[config.mk]
export PLATFORM = sky130hd
export DESIGN_NAME = draw_scheduler
export DESIGN_NICKNAME = d
export VERILOG_FILES = /design/src/rtl/draw_scheduler.sv
export SDC_FILE = /design/constraint.sdc
export NUM_CORES = 1
export LEC_CHECK = 0
export CAP_MARGIN = 10
export CORE_ASPECT_RATIO = 0.9
export CORE_UTILIZATION = 43
export CTS_CLUSTER_DIAMETER = 100
export DETAILED_ROUTE_END_ITERATION = 10
export PLACE_DENSITY_LB_ADDON = 0.25
export SLEW_MARGIN = 20
export SYNTH_ARGS = -nofsm -noshare
export SYNTH_HDL_FRONTEND = slang
export SYNTH_SLANG_ARGS = --single-unit
[constraint.sdc]
create_clock -name clk -period 6 [get_ports clk]
set_clock_uncertainty 0.15 [all_clocks]
set_input_delay 1.2 -clock clk [delete_from_list [all_inputs] [get_ports clk]]
set_output_delay 1.2 -clock clk [all_outputs]
set_load 0.005 [all_outputs]
[src/rtl/draw_scheduler.sv]
// Sprite draw scheduler: round-robin arbitration of three sprite requesters onto
// three drawers, with a setup delay, per-draw pixel counting, a timeout abort and
// a muxed VGA write port driven from the granted drawer.
module draw_scheduler #(
  parameter int unsigned NPIX    = 400,
  parameter int unsigned SETUP   = 3,
  parameter int unsigned TIMEOUT = 1023
) (
  input  logic        clk,
  input  logic        resetn,
  input  logic [2:0]  req,
  input  logic [23:0] req_x,
  input  logic [20:0] req_y,
  input  logic [2:0]  draw_done,
  input  logic [26:0] px_colour,
  input  logic [23:0] px_x,
  input  logic [20:0] px_y,
  output logic [2:0]  draw_enable,
  output logic [7:0]  origin_x,
  output logic [6:0]  origin_y,
  output logic [7:0]  vga_x,
  output logic [6:0]  vga_y,
  output logic [8:0]  vga_colour,
  output logic        vga_plot,
  output logic [2:0]  ack,
  output logic        busy,
  output logic        abort
);

  localparam int unsigned SetupW = (SETUP > 1) ? $clog2(SETUP + 1) : 1;
  localparam int unsigned TmoW   = $clog2(TIMEOUT + 1);

  localparam logic [SetupW-1:0] SetupMax = SetupW'(SETUP);
  localparam logic [8:0]        PixMax   = 9'(NPIX);
  localparam logic [TmoW-1:0]   TmoLast  = TmoW'(TIMEOUT - 1);

  typedef enum logic [1:0] {StIdle, StGrant, StDraw, StAck} state_e;

  state_e            state_q;
  logic [1:0]        win_q;
  logic [1:0]        ptr_q;
  logic [8:0]        pix_q;
  logic [SetupW-1:0] setup_q;
  logic [TmoW-1:0]   tmo_q;

  logic [1:0] pick;
  logic [7:0] pick_x;
  logic [6:0] pick_y;

  // Round-robin winner: search starts one past the last granted requester.
  always_comb begin
    pick = 2'd0;
    case (ptr_q)
      2'd0:    pick = req[1] ? 2'd1 : (req[2] ? 2'd2 : 2'd0);
      2'd1:    pick = req[2] ? 2'd2 : (req[0] ? 2'd0 : 2'd1);
      default: pick = req[0] ? 2'd0 : (req[1] ? 2'd1 : 2'd2);
    endcase
  end

  // Origin slices of the requester about to be granted.
  always_comb begin
    pick_x = 8'd0;
    pick_y = 7'd0;
    case (pick)
      2'd0:    begin pick_x = req_x[7:0];   pick_y = req_y[6:0];   end
      2'd1:    begin pick_x = req_x[15:8];  pick_y = req_y[13:7];  end
      2'd2:    begin pick_x = req_x[23:16]; pick_y = req_y[20:14]; end
      default: begin pick_x = 8'd0;         pick_y = 7'd0;         end
    endcase
  end

  assign busy     = (state_q != StIdle);
  // Plot only once setup has elapsed and until the sprite's pixel budget is used.
  assign vga_plot = (state_q == StDraw) && (setup_q == SetupMax) && (pix_q < PixMax);

  // VGA write port follows the granted drawer during DRAW and idles at zero otherwise.
  always_comb begin
    vga_x      = 8'd0;
    vga_y      = 7'd0;
    vga_colour = 9'd0;
    if (state_q == StDraw) begin
      case (win_q)
        2'd0: begin vga_x = px_x[7:0];   vga_y = px_y[6:0];   vga_colour = px_colour[8:0];   end
        2'd1: begin vga_x = px_x[15:8];  vga_y = px_y[13:7];  vga_colour = px_colour[17:9];  end
        2'd2: begin vga_x = px_x[23:16]; vga_y = px_y[20:14]; vga_colour = px_colour[26:18]; end
        default: begin vga_x = 8'd0; vga_y = 7'd0; vga_colour = 9'd0; end
      endcase
    end
  end

  // Scheduler FSM with registered grant, ack and abort outputs.
  always_ff @(posedge clk or posedge resetn) begin
    if (resetn) begin
      state_q     <= StIdle;
      win_q       <= 2'd0;
      ptr_q       <= 2'd2;
      pix_q       <= 9'd0;
      setup_q     <= '0;
      tmo_q       <= '0;
      draw_enable <= 3'b000;
      origin_x    <= 8'd0;
      origin_y    <= 7'd0;
      ack         <= 3'b000;
      abort       <= 1'b0;
    end else begin
      case (state_q)
        StIdle: begin
          ack   <= 3'b000;
          abort <= 1'b0;
          if (|req) begin
            win_q    <= pick;
            origin_x <= pick_x;
            origin_y <= pick_y;
            state_q  <= StGrant;
          end
        end
        StGrant: begin
          pix_q       <= 9'd0;
          setup_q     <= '0;
          tmo_q       <= '0;
          draw_enable <= 3'b001 << win_q;
          state_q     <= StDraw;
        end
        StDraw: begin
          if (setup_q != SetupMax) setup_q <= setup_q + SetupW'(1);
          if (vga_plot) pix_q <= pix_q + 9'd1;
          tmo_q <= tmo_q + TmoW'(1);
          // Normal completion wins over a timeout landing in the same cycle.
          if ((pix_q == PixMax) && draw_done[win_q]) begin
            draw_enable <= 3'b000;
            ack         <= 3'b001 << win_q;
            state_q     <= StAck;
          end else if (tmo_q == TmoLast) begin
            draw_enable <= 3'b000;
            abort       <= 1'b1;
            state_q     <= StAck;
          end
        end
        StAck: begin
          ack     <= 3'b000;
          abort   <= 1'b0;
          ptr_q   <= win_q;
          state_q <= StIdle;
        end
        default: state_q <= StIdle;
      endcase
    end
  end

endmodule

==> results of run 1 <==
## kinds of logic (layout without fill, tap and decap cells)
logic type	count (synthesis)	in the layout	share of synthesized area, %
AND/OR/NAND/NOR	155	155	21.11
AO/OA/AOI/OAI	113	113	21.87
flip-flops	49	49	36.92
buffers and inverters	37	194	4.290
multiplexers	33	33	10.20
adder cells (fa/ha/maj)	10	10	3.764
XOR/XNOR	7	7	1.844
## registers in the layout (all words and copies together) (netlist names), 3 cells and up
register and count:
origin_y 7, draw_enable 3, origin_x 8, tmo_q 10, pix_q 9, ack 3
## final cells by class
cell class	instances	area [um2]	area share, %
clock buffer	5	68.82	1.317
clock inverter	3	43.79	0.8381
inverter	12	46.29	0.8860
multi-input combinational	318	1982	37.93
sequential	49	1227	23.49
tap	96	120.1	2.299
timing repair buffer	174	1737	33.24
## how the worst max path moves through the flow
stage                    start            end  slack (ns)  depth (start not counted)
finish                win_q[0]       vga_x[2]        1.95                          5
global route          win_q[0]       vga_y[0]        1.76                          5
CTS                   win_q[0]       vga_x[2]        1.97                          5
detailed placement     px_x[2]       vga_x[2]        2.10                          6
global placement       px_x[2]       vga_x[2]        2.11                          6
floorplan           state_q[0]  vga_colour[1]        3.06                          7
## placed cells by master, fill, tap and decap left out, types with 2 or more instances in the layout
| cell type | Yosys | final |
|---|---|---|
| o211ai_1 | 2 | 2 |
| clkdlybuf4s50_1 | 0 | 172 |
| and3_1 | 4 | 4 |
| ha_1 | 10 | 10 |
| a21oi_1 | 31 | 31 |
| a21bo_2 | 2 | 2 |
| o21ai_0 | 39 | 39 |
| xor2_1 | 6 | 6 |
| buf_4 | 0 | 2 |
| mux2_2 | 3 | 3 |
| clkinv_2 | 0 | 2 |
| or3_1 | 2 | 2 |
| o21a_1 | 3 | 3 |
| nand3_1 | 6 | 6 |
| nor2b_1 | 4 | 4 |
| mux2i_1 | 29 | 29 |
| a22o_1 | 2 | 2 |
| and2_1 | 2 | 2 |
| dfrtp_1 | 48 | 48 |
| nand2_1 | 35 | 35 |
| or4_1 | 2 | 2 |
| nor4_1 | 3 | 3 |
| nor2_1 | 78 | 77 |
| inv_1 | 12 | 11 |
| nand2b_1 | 2 | 2 |
| nor3_1 | 2 | 2 |
| clkbuf_8 | 0 | 5 |
| a41oi_1 | 15 | 15 |
| nand4_1 | 7 | 7 |
| o31ai_1 | 6 | 6 |
| nor3b_1 | 2 | 2 |
## critical path, stage by stage, from the launching register on
cell and delay (ns):
dfrtp_1 1.10, nor2b_1 0.22, buf_4 0.28, a21oi_1 0.11, nor2_1 0.11, clkdlybuf4s50_1 0.55
## routing by layer
metal | part of all wire, % | GRT usage, % | vias up
met2 | 51 | 42.84 | 122
met4 | 1.0 | 6.474 | 0
li1 | - | - | 1750
met5 | 0 | 0 | -
met3 | 6.5 | 7.168 | 12
met1 | 41 | 32.21 | 1725
## where the power goes
group | switching, mW | total [mW] | internal, mW
sequential | 0.128 | 0.567 | 0.439
clock | 0.124 | 0.249 | 0.125
combinational | 0.586 | 1.19 | 0.607
## metrics by stage
step / power [mW] / area (um2) / setup slack [ns]
after floorplan: 1.243 / 3324 / 3.055
after global placement: 1.718 / 5086 / 2.110
after detailed placement: 1.750 / 5095 / 2.095
after CTS: 2.006 / 5207 / 1.971
after global routing: 2.160 / 5225 / 1.757
final: 2.009 / 5225 / 1.954
==> impl_metrics.yaml, run 1 <==
global_route:
  grt-ovfl-total: 0
  grt_max_degree: 50
  antenna_found_initial: 0
  grt_usage_pct: 25.54
  grt_pass1_wl_mm: 16.40
  grt_pass1_vias: 3438
cells_and_area:
  nFillCells: 596
  drive_gt1_share_pct: 4.456
  syn2layout_area_growth_pct: 57.17
  antenna_cells: 0
  final_net_count: 695
  instances_no_fill: 657
  post-route-util_pct: 69.60
min_path:
  hold_start: "setup_q[0]"
  min_to: "setup_q[0]"
  hold_class: "register to register"
  hold_path_depth: 1
sta:
  finalCritPeriodShare_pct: 67.44
  worst_pin_slew_ns: 1.120
  slew_violations: 0
  relSlewSlack_pct: 25.31
  rsz0062_at_grt: "no"
  fmax_ghz: 0.2471
  hold_ws_ns: 0.3458
  fin_crit_ns: 4.046
  tns_ns: 0
  hold_viol_final: 0
  final-setup-viol-count: 0
floorplan:
  die_y_um: 85.42
  io_pins: 173
  core_um2: 7507
  initial_core_util_pct: 44.28
  row_count: 30
  fp.dieW_um: 94.69
  die_area_um2: 8088
critical_path:
  endpoint_kind: "output port"
  critPathKind: "register to output port"
  crit_fanout: 34
  required_ns: 4.65
  reg2reg_to: "pix_q[6]"
  worst_setup_path_start_kind: "register"
  critical_path_arrival_ns: 2.70
  worstRegToRegCells: 6
  regToRegSetupSlack_ns: 3.45
  r2r-start: "state_q[0]"
pwr:
  power.density_nw_per_um2: 384.5
  p_leak_nw: 2.078
  ir_worst_vdd_mv: 0.1857
job:
  cap_violations: 0
detailed_routing:
  drc: 0
  num_vias: 3609
  vias_per_cell: 5.493
  firstDrtPassIters: 5
  postRouteAntennaNets: 0
  wl_per_cell_um: 15.74
  postRouteWirelength_mm: 10.34
  dr.first_iter.drc_count: 160
yosys:
  yosysTopAreaCellShare_pct: 36.13
  synth-seq-cells: 49
  synth_top_area_cell: "dfrtp_1"
  synth_cell_types: 52
  yosys_warnings: 0
  async_reset_ff_share_pct: 100.0
  avgSynthCellArea_um2: 8.229
  seq_area_frac_synth_pct: 36.92
  ys.flop_type: "dfrtp_1"
  synth_common_cells: "nor2_1, dfrtp_1, o21ai_0"
  synth_edf_count: 0
  syn_area_um2: 3324
  mappedNetlistNets: 539
  synth.most_common_cell: "nor2_1"
  syn_inst: 404
  synth_area_leaders: "dfrtp_1, nor2_1, mux2i_1"
clock_network:
  cts_sinks: 49
  ctsHoldBuffers: 0
  post_cts_resized: 0
  clk_pin_slew_ns: 0.10
  clk_latency_ns: 0.32
  h-tree-depth: 2
  clk_path_buf_depth: 2
  post_cts_buffers: 0
  cts_tree: "done"
  clockRootBuffer: "clkbuf_8"
  cts_inserted_buffers: 5
placed_design:
  portBuffers: 172
  dpl.hpwl_mm: 7.627
  placedCellCount: 649
  gp_congestion: 0.8302
run_status:
  status: "complete, no violations"
(Power assumes the default switching activity.)
==> run 2, diff against run 1 <==
- CORE_UTILIZATION: 43 -> 36
- clock period: 6 -> 3.48 ns (I/O delays scaled with it)
==> impl_metrics.yaml, run 2 (synthesis results as in run 1) <==
detailed_routing:
  vias_per_cell: 5.292
  dr.first_iter.drc_count: 126
  wl_per_cell_um: 15.34
  postRouteAntennaNets: 0
  num_vias: 3641
  drc: 0
  firstDrtPassIters: 4
  postRouteWirelength_mm: 10.56
placed_design:
  dpl.hpwl_mm: 8.047
  gp_congestion: 0.8386
  portBuffers: 172
pwr:
  p_leak_nw: 2.102
  ir_worst_vdd_mv: 0.3950
  power_switching_share_pct: 41.24
  combPwrFrac_pct: 61.8
  p_sw_mw: 1.439
  internal_power_mw: 2.050
  finalPower_mw: 3.488
  power_frac_clock_pct: 11.9
  p_seq_share_pct: 26.3
  power.density_nw_per_um2: 658.6
cells_and_area:
  final_cell_mix: "clkdlybuf4s50_1, nor2_1, dfrtp_1"
  final_net_count: 703
  drive_gt1_share_pct: 6.151
  nFillCells: 747
  antenna_cells: 0
  largestRegisters: "tmo_q: 10 flops, pix_q: 9 flops, origin_x: 8 flops"
  syn2layout_area_growth_pct: 59.32
  largest_register_ffs: 10
  final_common_cell: "clkdlybuf4s50_1"
  largest_register: "tmo_q"
critical_path:
  required_ns: 2.63
  critPathKind: "register to output port"
  crit_fanout: 14
  worst_setup_path_start_kind: "register"
  endpoint_kind: "output port"
  critical_path_arrival_ns: 2.38
global_route:
  grt-ovfl-total: 0
  grt_max_degree: 37
  grt_pass1_vias: 3512
  grt_pass1_wl_mm: 16.46
  antenna_found_initial: 0
  grt_usage_pct: 21.76
clock_network:
  clk_pin_slew_ns: 0.09
  cts_inserted_buffers: 5
  ctsHoldBuffers: 0
  cts_sinks: 49
  clk_latency_ns: 0.31
  clockRootBuffer: "clkbuf_8"
  cts_tree: "done"
  h-tree-depth: 2
  post_cts_buffers: 0
  clk_path_buf_depth: 2
sta:
  slew_violations: 0
  fin_crit_ns: 3.228
  fmax_ghz: 0.3098
  relSlewSlack_pct: 33.45
  final-setup-viol-count: 0
  worst_pin_slew_ns: 0.9946
  tns_ns: 0
  hold_viol_final: 0
  rsz0062_at_grt: "no"
  finalCritPeriodShare_pct: 92.75
  hold_ws_ns: 0.3477
job:
  cap_violations: 0
floorplan:
  core_um2: 8768
  row_count: 32
  io_pins: 173
  die_y_um: 93.17
  fp.dieW_um: 103.3
  die_area_um2: 9623
  initial_core_util_pct: 37.91
run_status:
  status: "complete, no violations"
min_path:
  hold_class: "register to register"
-- run 2: cell types whose count changed in the layout (fill, tap and decap cells not counted), sizes merged --
| cell | before | now |
|---|---|---|
| buf | 2 | 9 |
| inv | 12 | 11 |
| clkinv | 2 | 1 |
| clkinvlp | 0 | 3 |
-- run 2: final timing paths --
path | slack, ns | end | cells past startpoint | start
max in group asynchronous | 1.91 | ptr_q[1] | 3 | resetn
hold reg to reg | 0.35 | setup_q[0] | 1 | setup_q[0]
setup / recovery | 0.25 | vga_plot | 5 | state_q[0]
hold / removal | 0.35 | setup_q[0] | 1 | setup_q[0]
setup reg to reg | 1.11 | pix_q[6] | 6 | state_q[0]
min in group asynchronous | 0.49 | tmo_q[1] | 2 | resetn
-- run 2: power groups by stage --
| stage | sequential [mW] | clock [mW] | combinational, mW |
|---|---|---|---|
| CTS | 0.917 | 0.422 | 2.15 |
| finish | 0.917 | 0.416 | 2.16 |
| global route | 0.943 | 0.444 | 2.37 |
| floorplan | 0.889 | 0 | 1.25 |
| detailed placement | 0.925 | 0 | 2.13 |
| global placement | 0.917 | 0 | 2.10 |
-- run 2: area by class of cell --
type	count	area, um2	share of cell area (%)
Tap cell	119	148.9	2.811
Clock buffer	5	68.82	1.299
Multi-Input combinational cell	318	1959	37.00
Timing Repair Buffer	181	1789	33.78
Timing Repair inverter	1	7.507	0.1417
Inverter	12	48.80	0.9213
Clock inverter	3	46.29	0.8741
Sequential cell	49	1227	23.18
-- run 2: repair_timing --
action                                 4_1_cts  5_1_grt
setup endpoints to repair                    0       24
gates resized for setup                      0        3
endpoints found under the hold margin        0        0
-- run 2: per-stage QoR --
step           setup WS [ns]  util [%]  cells  instance area (um2)
6_report              0.2523     60.40    688                 5296
5_1_grt               0.1037     60.40    688                 5296
4_1_cts              0.08502     60.25    687                 5283
3_5_place_dp          0.4163     58.93    679                 5167
3_3_place_gp          0.5902     58.93    679                 5167
2_1_floorplan          1.039         -    404                 3324
-- run 2: metal layers --
layer / up-vias / global-route usage, % / part of all wire (%)
li1: 1770 / - / -
met1: 1725 / 27.29 / 43
met2: 126 / 37.44 / 50
met3: 20 / 4.709 / 5.4
met4: 0 / 5.986 / 2.0
met5: - / 0 / 0
-- run 2: critical path: stages (launching register included) --
cell and delay [ns]:
dfrtp_1 0.44, inv_1 0.13, ha_2 0.40, and2_1 0.31, and2_1 0.26, clkdlybuf4s50_1 0.54
==> run 3, diff against run 2 <==
- GPL_TIMING_DRIVEN: unset -> 0
==> impl_metrics.yaml, run 3 (synthesis results as in run 1) <==
cells_and_area:
  antenna_cells: 0
  syn2layout_area_growth_pct: 61.69
  final_common_cell: "clkdlybuf4s50_1"
  instances_no_fill: 705
  final_cell_mix: "clkdlybuf4s50_1, nor2_1, dfrtp_1"
  largestRegisters: "tmo_q: 10 flops, pix_q: 9 flops, origin_x: 8 flops"
  fin_area_um2: 5375
  drive_gt1_share_pct: 6.143
  nFillCells: 759
  largest_register: "tmo_q"
  final_net_count: 720
  largest_register_ffs: 10
sta:
  finalCritPeriodShare_pct: 94.61
  fin_ws_ns: 0.1876
  worst_pin_slew_ns: 0.5793
  rsz0062_at_grt: "no"
  fmax_ghz: 0.3037
  tns_ns: 0
  relSlewSlack_pct: 61.38
  fin_crit_ns: 3.292
  slew_violations: 0
  hold_viol_final: 0
  final-setup-viol-count: 0
placed_design:
  portBuffers: 172
  post-place-ws_ns: 0.04849
  gp_congestion: 0.8254
  dpl.hpwl_mm: 8.289
  placedCellCount: 696
  postPlaceCellArea_um2: 5215
critical_path:
  endpoint_kind: "output port"
  critical_path_arrival_ns: 2.45
  crit_fanout: 10
  worst_setup_path_start_kind: "register"
  required_ns: 2.63
  critPathKind: "register to output port"
pwr:
  p_sw_mw: 1.463
  p_leak_nw: 2.149
  power_frac_clock_pct: 13.4
  ir_worst_vdd_mv: 0.3210
  combPwrFrac_pct: 61.7
  power_switching_share_pct: 40.61
  internal_power_mw: 2.140
  power.density_nw_per_um2: 670.4
  p_seq_share_pct: 24.9
global_route:
  grt_max_degree: 34
  grt_pass1_wl_mm: 16.93
  grt-ovfl-total: 0
  grt_pass1_vias: 3624
  grt_usage_pct: 22.48
  antenna_found_initial: 0
floorplan:
  io_pins: 173
  row_count: 32
  initial_core_util_pct: 37.91
  core_um2: 8768
  die_y_um: 93.17
  die_area_um2: 9623
  fp.dieW_um: 103.3
detailed_routing:
  postRouteWirelength_mm: 10.64
  firstDrtPassIters: 4
  vias_per_cell: 5.311
  dr.first_iter.drc_count: 148
  wl_per_cell_um: 15.10
  postRouteAntennaNets: 0
  num_vias: 3744
  drc: 0
clock_network:
  cts_sinks: 49
  clk_path_buf_depth: 2
  cts_inserted_buffers: 5
  clk_latency_ns: 0.30
  cts_tree: "done"
  clk_pin_slew_ns: 0.10
  clockRootBuffer: "clkbuf_8"
  h-tree-depth: 2
job:
  cap_violations: 0
run_status:
  status: "complete, no violations"
min_path:
  hold_class: "register to register"
-- run 3: layer usage --
metal,global-route usage [%],part of all wire (%),vias to the layer above
met5,0,0,-
met4,5.047,1.6,0
met3,6.428,6.3,22
met2,38.72,50,132
met1,27.63,42,1786
li1,-,-,1804
-- run 3: critical path: stages (launching register included) --
cell and delay, ns:
dfrtp_1 0.45, inv_1 0.13, ha_1 0.23, clkbuf_4 0.24
clkinvlp_4 0.20, clkbuf_2 0.23, nor2_1 0.14, clkdlybuf4s50_1 0.52
-- run 3: final timing paths --
kind	from	endpoint	slack [ns]	depth (start not counted)
setup / recovery	state_q[0]	vga_y[0]	0.19	7
hold / removal	setup_q[0]	setup_q[0]	0.35	1
setup reg to reg	state_q[0]	draw_enable[1]	1.11	7
hold reg to reg	setup_q[0]	setup_q[0]	0.35	1
max in group asynchronous	resetn	ptr_q[1]	2.06	3
min in group asynchronous	resetn	origin_x[1]	0.54	2
-- run 3: through the flow --
| stage | hold slack (ns) | utilization [%] | total power [mW] |
|---|---|---|---|
| after floorplan | 0.3037 | - | 2.144 |
| after global placement | 0.3199 | 59.25 | 3.036 |
| after detailed placement | 0.3296 | 59.47 | 3.078 |
| after CTS | 0.3470 | 60.99 | 3.578 |
| after global routing | 0.3629 | 61.30 | 3.904 |
| final | 0.3482 | 61.30 | 3.603 |
-- run 3: power by group through the flow --
stage	logic (mW)	registers [mW]	clock network, mW
CTS	2.19	0.897	0.491
finish	2.22	0.899	0.482
global route	2.46	0.925	0.515
floorplan	1.25	0.889	0
detailed placement	2.17	0.905	0
global placement	2.14	0.898	0
-- run 3: repair_timing --
action / CTS / global route
gates resized for setup: 2 / 12
endpoints found under the setup margin: 20 / 20
hold buffers: 0 / 0
setup buffers: 0 / 2
-- run 3: final cells by class --
type                    instances  area [um2]  area share, %
clock inverters                 3       65.06          1.210
clock buffers                   5       68.82          1.280
inverters                      12       48.80         0.9078
multi-input cells             318        1954          36.36
well taps                     119       148.9          2.770
plain buffers                  24       105.1          1.955
repair buffers                175        1757          32.68
flip-flops and latches         49        1227          22.84
